File: src/rtl/ysyx_22041071_axi_w_slave_pkg.sv
// Shared encodings for the AXI write-channel responder: burst types, response codes, FSM states.
package ysyx_22041071_axi_w_slave_pkg;

  localparam logic [1:0] BURST_FIXED = 2'b00;
  localparam logic [1:0] BURST_INCR  = 2'b01;
  localparam logic [1:0] BURST_WRAP  = 2'b10;
  localparam logic [1:0] BURST_RSVD  = 2'b11;

  localparam logic [1:0] RESP_OKAY   = 2'b00;
  localparam logic [1:0] RESP_SLVERR = 2'b10;

  typedef enum logic [1:0] {
    ST_IDLE = 2'b00,
    ST_DATA = 2'b01,
    ST_RESP = 2'b10
  } state_t;

endpackage

File: src/rtl/ysyx_22041071_axi_w_slave.sv
// AXI4 write responder: one burst at a time, each W beat becomes a same-cycle write on a
// byte-strobed memory port, followed by a single B response.
//
// state | meaning
// IDLE  | waiting for AW, aw_ready high
// DATA  | accepting W beats while the memory is ready, beat counter runs to len
// RESP  | holding B until b_ready
module ysyx_22041071_axi_w_slave
  import ysyx_22041071_axi_w_slave_pkg::*;
#(
  parameter int ID_WIDTH   = 4,
  parameter int ADDR_WIDTH = 32,
  parameter int DATA_WIDTH = 64,
  parameter int LEN_WIDTH  = 8
) (
  input  logic                    clk,
  input  logic                    reset_n,
  input  logic                    aw_valid_i,
  output logic                    aw_ready_o,
  input  logic [ID_WIDTH-1:0]     aw_id_i,
  input  logic [ADDR_WIDTH-1:0]   aw_addr_i,
  input  logic [LEN_WIDTH-1:0]    aw_len_i,
  input  logic [2:0]              aw_size_i,
  input  logic [1:0]              aw_burst_i,
  input  logic                    w_valid_i,
  output logic                    w_ready_o,
  input  logic [DATA_WIDTH-1:0]   w_data_i,
  input  logic [DATA_WIDTH/8-1:0] w_strb_i,
  input  logic                    w_last_i,
  output logic                    b_valid_o,
  input  logic                    b_ready_i,
  output logic [ID_WIDTH-1:0]     b_id_o,
  output logic [1:0]              b_resp_o,
  output logic                    mem_wen_o,
  output logic [ADDR_WIDTH-1:0]   mem_addr_o,
  output logic [DATA_WIDTH-1:0]   mem_wdata_o,
  output logic [DATA_WIDTH/8-1:0] mem_wstrb_o,
  input  logic                    mem_ready_i
);

  state_t                  state_q, state_d;
  logic [ID_WIDTH-1:0]     id_q;
  logic [ADDR_WIDTH-1:0]   addr_q;
  logic [LEN_WIDTH-1:0]    len_q;
  logic [LEN_WIDTH-1:0]    cnt_q;
  logic [2:0]              size_q;
  logic [1:0]              burst_q;
  logic                    err_q;

  logic                    aw_fire;
  logic                    w_fire;
  logic                    final_beat;
  logic                    last_bad;
  logic [ADDR_WIDTH-1:0]   addr_step;

  assign aw_fire    = (state_q == ST_IDLE) && aw_valid_i;
  assign w_fire     = (state_q == ST_DATA) && w_valid_i && mem_ready_i;
  assign final_beat = (cnt_q == len_q);
  // The counter alone ends the burst; w_last only serves as a consistency check.
  assign last_bad   = (w_last_i != final_beat);
  assign addr_step  = {{(ADDR_WIDTH-1){1'b0}}, 1'b1} << size_q;

  always_ff @(posedge clk) begin
    if (!reset_n) begin
      state_q <= ST_IDLE;
    end else begin
      state_q <= state_d;
    end
  end

  always_comb begin
    state_d = state_q;
    case (state_q)
      ST_IDLE: if (aw_fire) state_d = ST_DATA;
      ST_DATA: if (w_fire && final_beat) state_d = ST_RESP;
      ST_RESP: if (b_ready_i) state_d = ST_IDLE;
      default: state_d = ST_IDLE;
    endcase
  end

  always_comb begin
    aw_ready_o  = (state_q == ST_IDLE);
    w_ready_o   = (state_q == ST_DATA) && mem_ready_i;
    b_valid_o   = (state_q == ST_RESP);
    b_id_o      = '0;
    b_resp_o    = RESP_OKAY;
    if (state_q == ST_RESP) begin
      b_id_o   = id_q;
      b_resp_o = err_q ? RESP_SLVERR : RESP_OKAY;
    end
    // A beat that itself reveals a w_last mismatch is already suppressed.
    mem_wen_o   = w_fire && !err_q && !last_bad;
    mem_addr_o  = w_fire ? addr_q   : '0;
    mem_wdata_o = w_fire ? w_data_i : '0;
    mem_wstrb_o = w_fire ? w_strb_i : '0;
  end

  always_ff @(posedge clk) begin
    if (!reset_n) begin
      id_q    <= '0;
      addr_q  <= '0;
      len_q   <= '0;
      cnt_q   <= '0;
      size_q  <= '0;
      burst_q <= '0;
      err_q   <= 1'b0;
    end else if (aw_fire) begin
      id_q    <= aw_id_i;
      addr_q  <= aw_addr_i;
      len_q   <= aw_len_i;
      cnt_q   <= '0;
      size_q  <= aw_size_i;
      burst_q <= aw_burst_i;
      err_q   <= (aw_burst_i == BURST_WRAP) || (aw_burst_i == BURST_RSVD);
    end else if (w_fire) begin
      cnt_q <= cnt_q + 1'b1;
      if (burst_q == BURST_INCR) addr_q <= addr_q + addr_step;
      if (last_bad) err_q <= 1'b1;
    end
  end

endmodule

File: config.mk
export PLATFORM = sky130hd
export DESIGN_NAME = ysyx_22041071_axi_w_slave
export DESIGN_NICKNAME = d
export VERILOG_FILES = /design/src/rtl/ysyx_22041071_axi_w_slave_pkg.sv /design/src/rtl/ysyx_22041071_axi_w_slave.sv
export SDC_FILE = /design/constraint.sdc
export NUM_CORES = 1
export LEC_CHECK = 0
export ABC_AREA = 1
export BUFFER_PORTS_ARGS = -buffer_cell sky130_fd_sc_hd__buf_2
export CORE_MARGIN = 2
export CORE_UTILIZATION = 40
export DETAILED_ROUTE_END_ITERATION = 8
export MAX_ROUTING_LAYER = met4
export PLACE_DENSITY = 0.77
export SETUP_SLACK_MARGIN = 0.05
export SYNTH_ARGS = -nofsm -noshare
export SYNTH_HDL_FRONTEND = slang
export SYNTH_SLANG_ARGS = --single-unit
File: constraint.sdc
create_clock -name clk -period 3.1 [get_ports clk]
set_input_delay 0.31 -clock clk [delete_from_list [all_inputs] [get_ports clk]]
set_output_delay 0.31 -clock clk [all_outputs]
set_load 0.02 [all_outputs]
Word level (Yosys, flattened, before mapping)

Index checks and enable logic that the tools add are counted.

Add/subtract/negate cells: 2
Equality and inequality tests: 10
Shifts and indexed selects: 1
Mux-type cells: 16
Bitwise logic cells: 1
Reductions and logical operators: 18

Operators with widths:

| operator                                               | count |
|---|---|
| two-way mux 32 bit                                     | 4 |
| two-way mux 64 bit                                     | 1 |
| adder 32 bit                                           | 1 |
| left shift 1 x 3 -> 32 bit (first input constant)      | 1 |
| two-way mux 2 bit                                      | 5 |
| adder 8 x 1 -> 8 bit (second input constant)           | 1 |
| equality test 8 bit                                    | 1 |
| two-way mux 8 bit                                      | 1 |
| logical AND 1 bit                                      | 7 |
| equality test 2 bit (second input constant)            | 3 |
| case mux 2 bit (3 select lines)                        | 1 |
| nonzero test 2 bit                                     | 3 |
| equality test 2 x 1 -> 1 bit (second input constant)   | 2 |
| two-way mux 4 bit                                      | 1 |
| inequality test 2 x 1 -> 1 bit (second input constant) | 2 |
| AND reduction 2 bit                                    | 2 |
| two-way mux 1 bit                                      | 3 |
| AND reduction 3 bit                                    | 1 |
| zero test 1 bit                                        | 2 |
| zero test 2 bit                                        | 1 |
| inequality test 2 bit (second input constant)          | 1 |
| OR reduction 2 bit                                     | 1 |
| logical OR 1 bit                                       | 1 |
| inequality test 1 bit                                  | 1 |
| inverter 1 bit                                         | 1 |

Bits in registers: 60
Input bits: 128
Logic and storage cells: 56

Longest topological paths before layout

Depth in word-level cells: 6
Gate-level depth with buffers: 14

Worst setup path after synthesis

OpenSTA, ideal clock, no wires.

Path kind: register to register
Start point: register size_q[0]
End point: register addr_q[20]
Library setup time: 0.129 ns
Arrival: 1.768 ns
Required time: 2.971 ns
Slack: 1.203 ns
Cell stages (with the launch flop): 14
Buffers on the path: 0
Period minus slack after synthesis: 1.897 ns
Cell sequence: dfxtp_1 inv_1 nor3_1 ha_1 or2_1 and2_1 nand2_1 nand2_2 nand2_1 inv_1 nand3_1 nor2_1 nor2_1 nor2_1

Cells in the longest elaborated chain, start to end: 5

Ends and longest elaborated chain:

| item                       | line                             | RTL |
|---|---|---|
| start, declared            | ysyx_22041071_axi_w_slave.sv:46  | `logic [2:0] size_q;` |
| start signal, assigned     | ysyx_22041071_axi_w_slave.sv:112 | `size_q <= aw_size_i;` |
| left shift 1 x 3 -> 32 bit | ysyx_22041071_axi_w_slave.sv:61  | `assign addr_step = {{(ADDR_WIDTH-1){1'b0}}, 1'b1} << size_q;` |
| adder 32 bit               | ysyx_22041071_axi_w_slave.sv:117 | `if (burst_q == BURST_INCR) addr_q <= addr_q + addr_step;` |
| two-way mux 32 bit         | ysyx_22041071_axi_w_slave.sv:117 |  |
| two-way mux 32 bit         | ysyx_22041071_axi_w_slave.sv:115 | `end else if (w_fire) begin` |
| two-way mux 32 bit         | ysyx_22041071_axi_w_slave.sv:107 | `end else if (aw_fire) begin` |
| end signal, assigned       | ysyx_22041071_axi_w_slave.sv:109 | `addr_q <= aw_addr_i;` |
| end signal, assigned       | ysyx_22041071_axi_w_slave.sv:117 |  |
| end, declared              | ysyx_22041071_axi_w_slave.sv:43  | `logic [ADDR_WIDTH-1:0] addr_q;` |

No other way between the ends. The select of a mux whose other input is x is not followed.
A chain may end at the register's enable or synchronous reset.

Final worst setup path

Start point: register size_q[0]
End point: register addr_q[17]

The elaborated chain is that of the path after synthesis.

==> results.md <==
- Outcome: completed
- Clk_lat worst skew: 0.34 ns
- Worst EP arrival: 2.41 ns
- # DRC: 0
- Share of the synthesized area in the top cell type: 25.1%
- Starting Density: 41.4%
- Final period util: 70.9%
- Reg2reg path depth: 13
- Hold buffers post-CTS: 0
- Worst Path Required: 3.31 ns
- CP max-delay cell: dfxtp_1
- Worst path cell trace: inv_1 -> nor3_1 -> ha_1 -> nand2_1 -> nand2_1 -> nand3_1 -> nand2_1 -> nand2_1 -> nand2_1 -> nand3_1 -> nand3_1 -> nand2_1 -> a21oi_1
- Core box area: 11,600 µm²
- Worst slew margin: 49.2%
- Total congestion overflow: 0
- Unique masters post-synth: 44
- Max Root-Sink Buffers: 2
- Filler cells: 1,221
- Synth async-reset ratio: 0%
- Via count: 5,855
- Top_reg_cell synth: dfxtp_1
- Post-synthesis sequential area ratio: 25.1%
- Fin Clk Skew: 0.00598 ns
- Setup TNS: 0 ns
- Initial drt markers: 351
- Clock net sink count: 60
- Fin cells: 1,202
- Largest net degree at the start of global routing: 77
- IR drop worst, VDD: 0.000294 V
- Count leader, synth: nor2_1
- PwrDens: 415 nW/µm²
- Post-synth EDFFs: 0
- Clock transition at path regs: 0.06 ns
- Syn avg cell area: 5.76 µm²
- Post-layout min period: 2.20 ns
- CTS resizes: 0
- Routed WL: 17,200 µm
- Crit Path Class: flip-flop to flip-flop
- Vias in the first global route: 5,415
- Max_cap viols: 0
- Drt via density: 4.87
- Dpl cells: 1,185
- GRT Total Usage: 27.2%
- Most common cell on crit path: nand2_1
- Post-CTS setup buffers: 0
- Post-route core utilization: 54.6%
- Area Growth Syn to Fin: 31.9%
- Layout net count: 1,191
- Max FO, Critical Path: 6
- CP endpoint kind: flip-flop
- Yosys warns: 0
- Syn_nets: 969
- Initial antenna violation count: 1
- Worst min path class: primary input to flip-flop
- Die area: 12,900 µm²
- Num rows: 39
- Drt pass-1 iters: 5
- Worst hold stages: 3
- Synth Instances: 831
- TritonCTS clock tree: done
- Number of I/O pins: 242
- Routed Antenna Nets: 0
- Fmax: 455 MHz
- # port buffers: 240
- Share of layout cells above drive strength 1: 28.1%
- Flops & latches, synth: 60
- Slew @ Worst Pin: 0.762 ns
- Die Wd: 113 µm
- Post-detail-place hpwl: 13,500 µm
- Synth area leaders: dfxtp_1, nor2_1, inv_1
- Hold Vio Cnt, Final: 0
- Gpl congestion: 0.912
- Max-slew violations: 0
- Detailed-route wire length per cell: 14.3 µm
- CTS Root Cell: clkbuf_16
- First-pass GRT wire length: 26,800 µm
- Setup crit start kind: flip-flop
- CTS HTree Levels: 3
- Pleak: 3.51 nW
- DIE HEIGHT: 113 µm
- CTS Buf Count: 9
- Post-synth top cells: nor2_1, inv_1, nand2_1, dfxtp_1, nand3_1
- Worst path max stage delay: 0.39 ns
- Cell area after synthesis: 4790 µm²
- RSZ-0062 raised after global routing: false
- Synth area leader: dfxtp_1
- Final setup viols: 0
logic make-up after synthesis:
family                     count (synthesis)  synth area share [%]
adders and majority gates                 10                  2.77
DFF                                       60                  25.1
xor gates and xnor gates                  16                  2.93
and+or+nand+nor                          453                  41.1
other                                      1                0.0783
AOI/OAI and AO/OA                         94                  10.6
buffers and inverters                    197                  17.4
power by group:
part	leakage [nW]	switching (mW)	internal [mW]
Combinational	2.86	0.384	0.224
Sequential	0.493	0.0675	0.839
Clock	0.156	0.380	0.728
metrics by stage:
stage          total power, mW  worst slack [ns]  hold slack [ns]  area [µm²]
6_report                  2.62             0.902            0.214        6320
5_1_grt                   2.75             0.582            0.228        6320
4_1_cts                   2.63             0.914            0.204        6310
3_5_place_dp              1.53             0.924            0.448        5990
3_3_place_gp              1.52             0.991            0.440        5990
2_1_floorplan             1.33              1.20            0.429        4790
final cells by class:
| type | instances | area (µm²) | area share [%] |
|---|---|---|---|
| Antenna cell | 1 | 2.50 | 0.0396 |
| Clock buffer | 11 | 243 | 3.84 |
| Clock inverter | 5 | 85.1 | 1.35 |
| Inverter | 164 | 621 | 9.83 |
| Multi-Input combinational cell | 574 | 2750 | 43.6 |
| Sequential cell | 60 | 1200 | 19.0 |
| Tap cell | 143 | 179 | 2.83 |
| Timing Repair Buffer | 244 | 1230 | 19.5 |
cell usage in the layout (no fill, tap or decap), types with 2 or more instances in the layout:
master / instances
a22oi_1: 2
a211oi_1: 2
nor2_1: 190
clkbuf_16: 9
o21ai_1: 5
nand2_1: 148
a21oi_2: 2
clkinv_4: 2
a21oi_1: 44
a31oi_1: 6
inv_4: 2
inv_1: 160
ha_1: 9
nor2_2: 8
o21ai_0: 31
xnor2_1: 9
nand3_1: 57
nor3_2: 6
xor2_1: 7
nor2_8: 2
nand4_1: 6
nor2_4: 2
nor3_1: 15
buf_2: 240
nand2_2: 11
dfxtp_1: 60
buf_4: 4
bufinv_16: 2
state kept, by name, summed over array words and instances (netlist names):
name and cells:
addr_q 32, cnt_q 8, len_q 8, id_q 4, size_q 3, burst_q 2, state_q 2, err_q 1
metal layers:
metal  wire (µm)  vias up  GRT usage, %  share of wire [%]
met4         588        0          10.6                3.4
met1        6890     2636          31.1                 40
met3        1050       37          4.89                6.1
li1            -     2970             -                  -
met2        8700      212          47.3                 51
met5           0        -             -                  0
path summary, 6_finish.rpt:
check / from / endpoint / slack (ns)
max: size_q[0] / addr_q[17] / 0.90
min: aw_addr_i[8] / addr_q[8] / 0.21
max reg2reg: size_q[0] / addr_q[17] / 0.90
min reg2reg: id_q[3] / id_q[3] / 0.46
worst max-delay path, delay by kind of cell, from the launching register on:
family	cells	cell delay, ns
flops	1	0.39
simple gates	10	1.20
buf+inv	1	0.12
fa+ha+maj	1	0.30
compound gates	1	0.06
(Power assumes the default switching activity.)
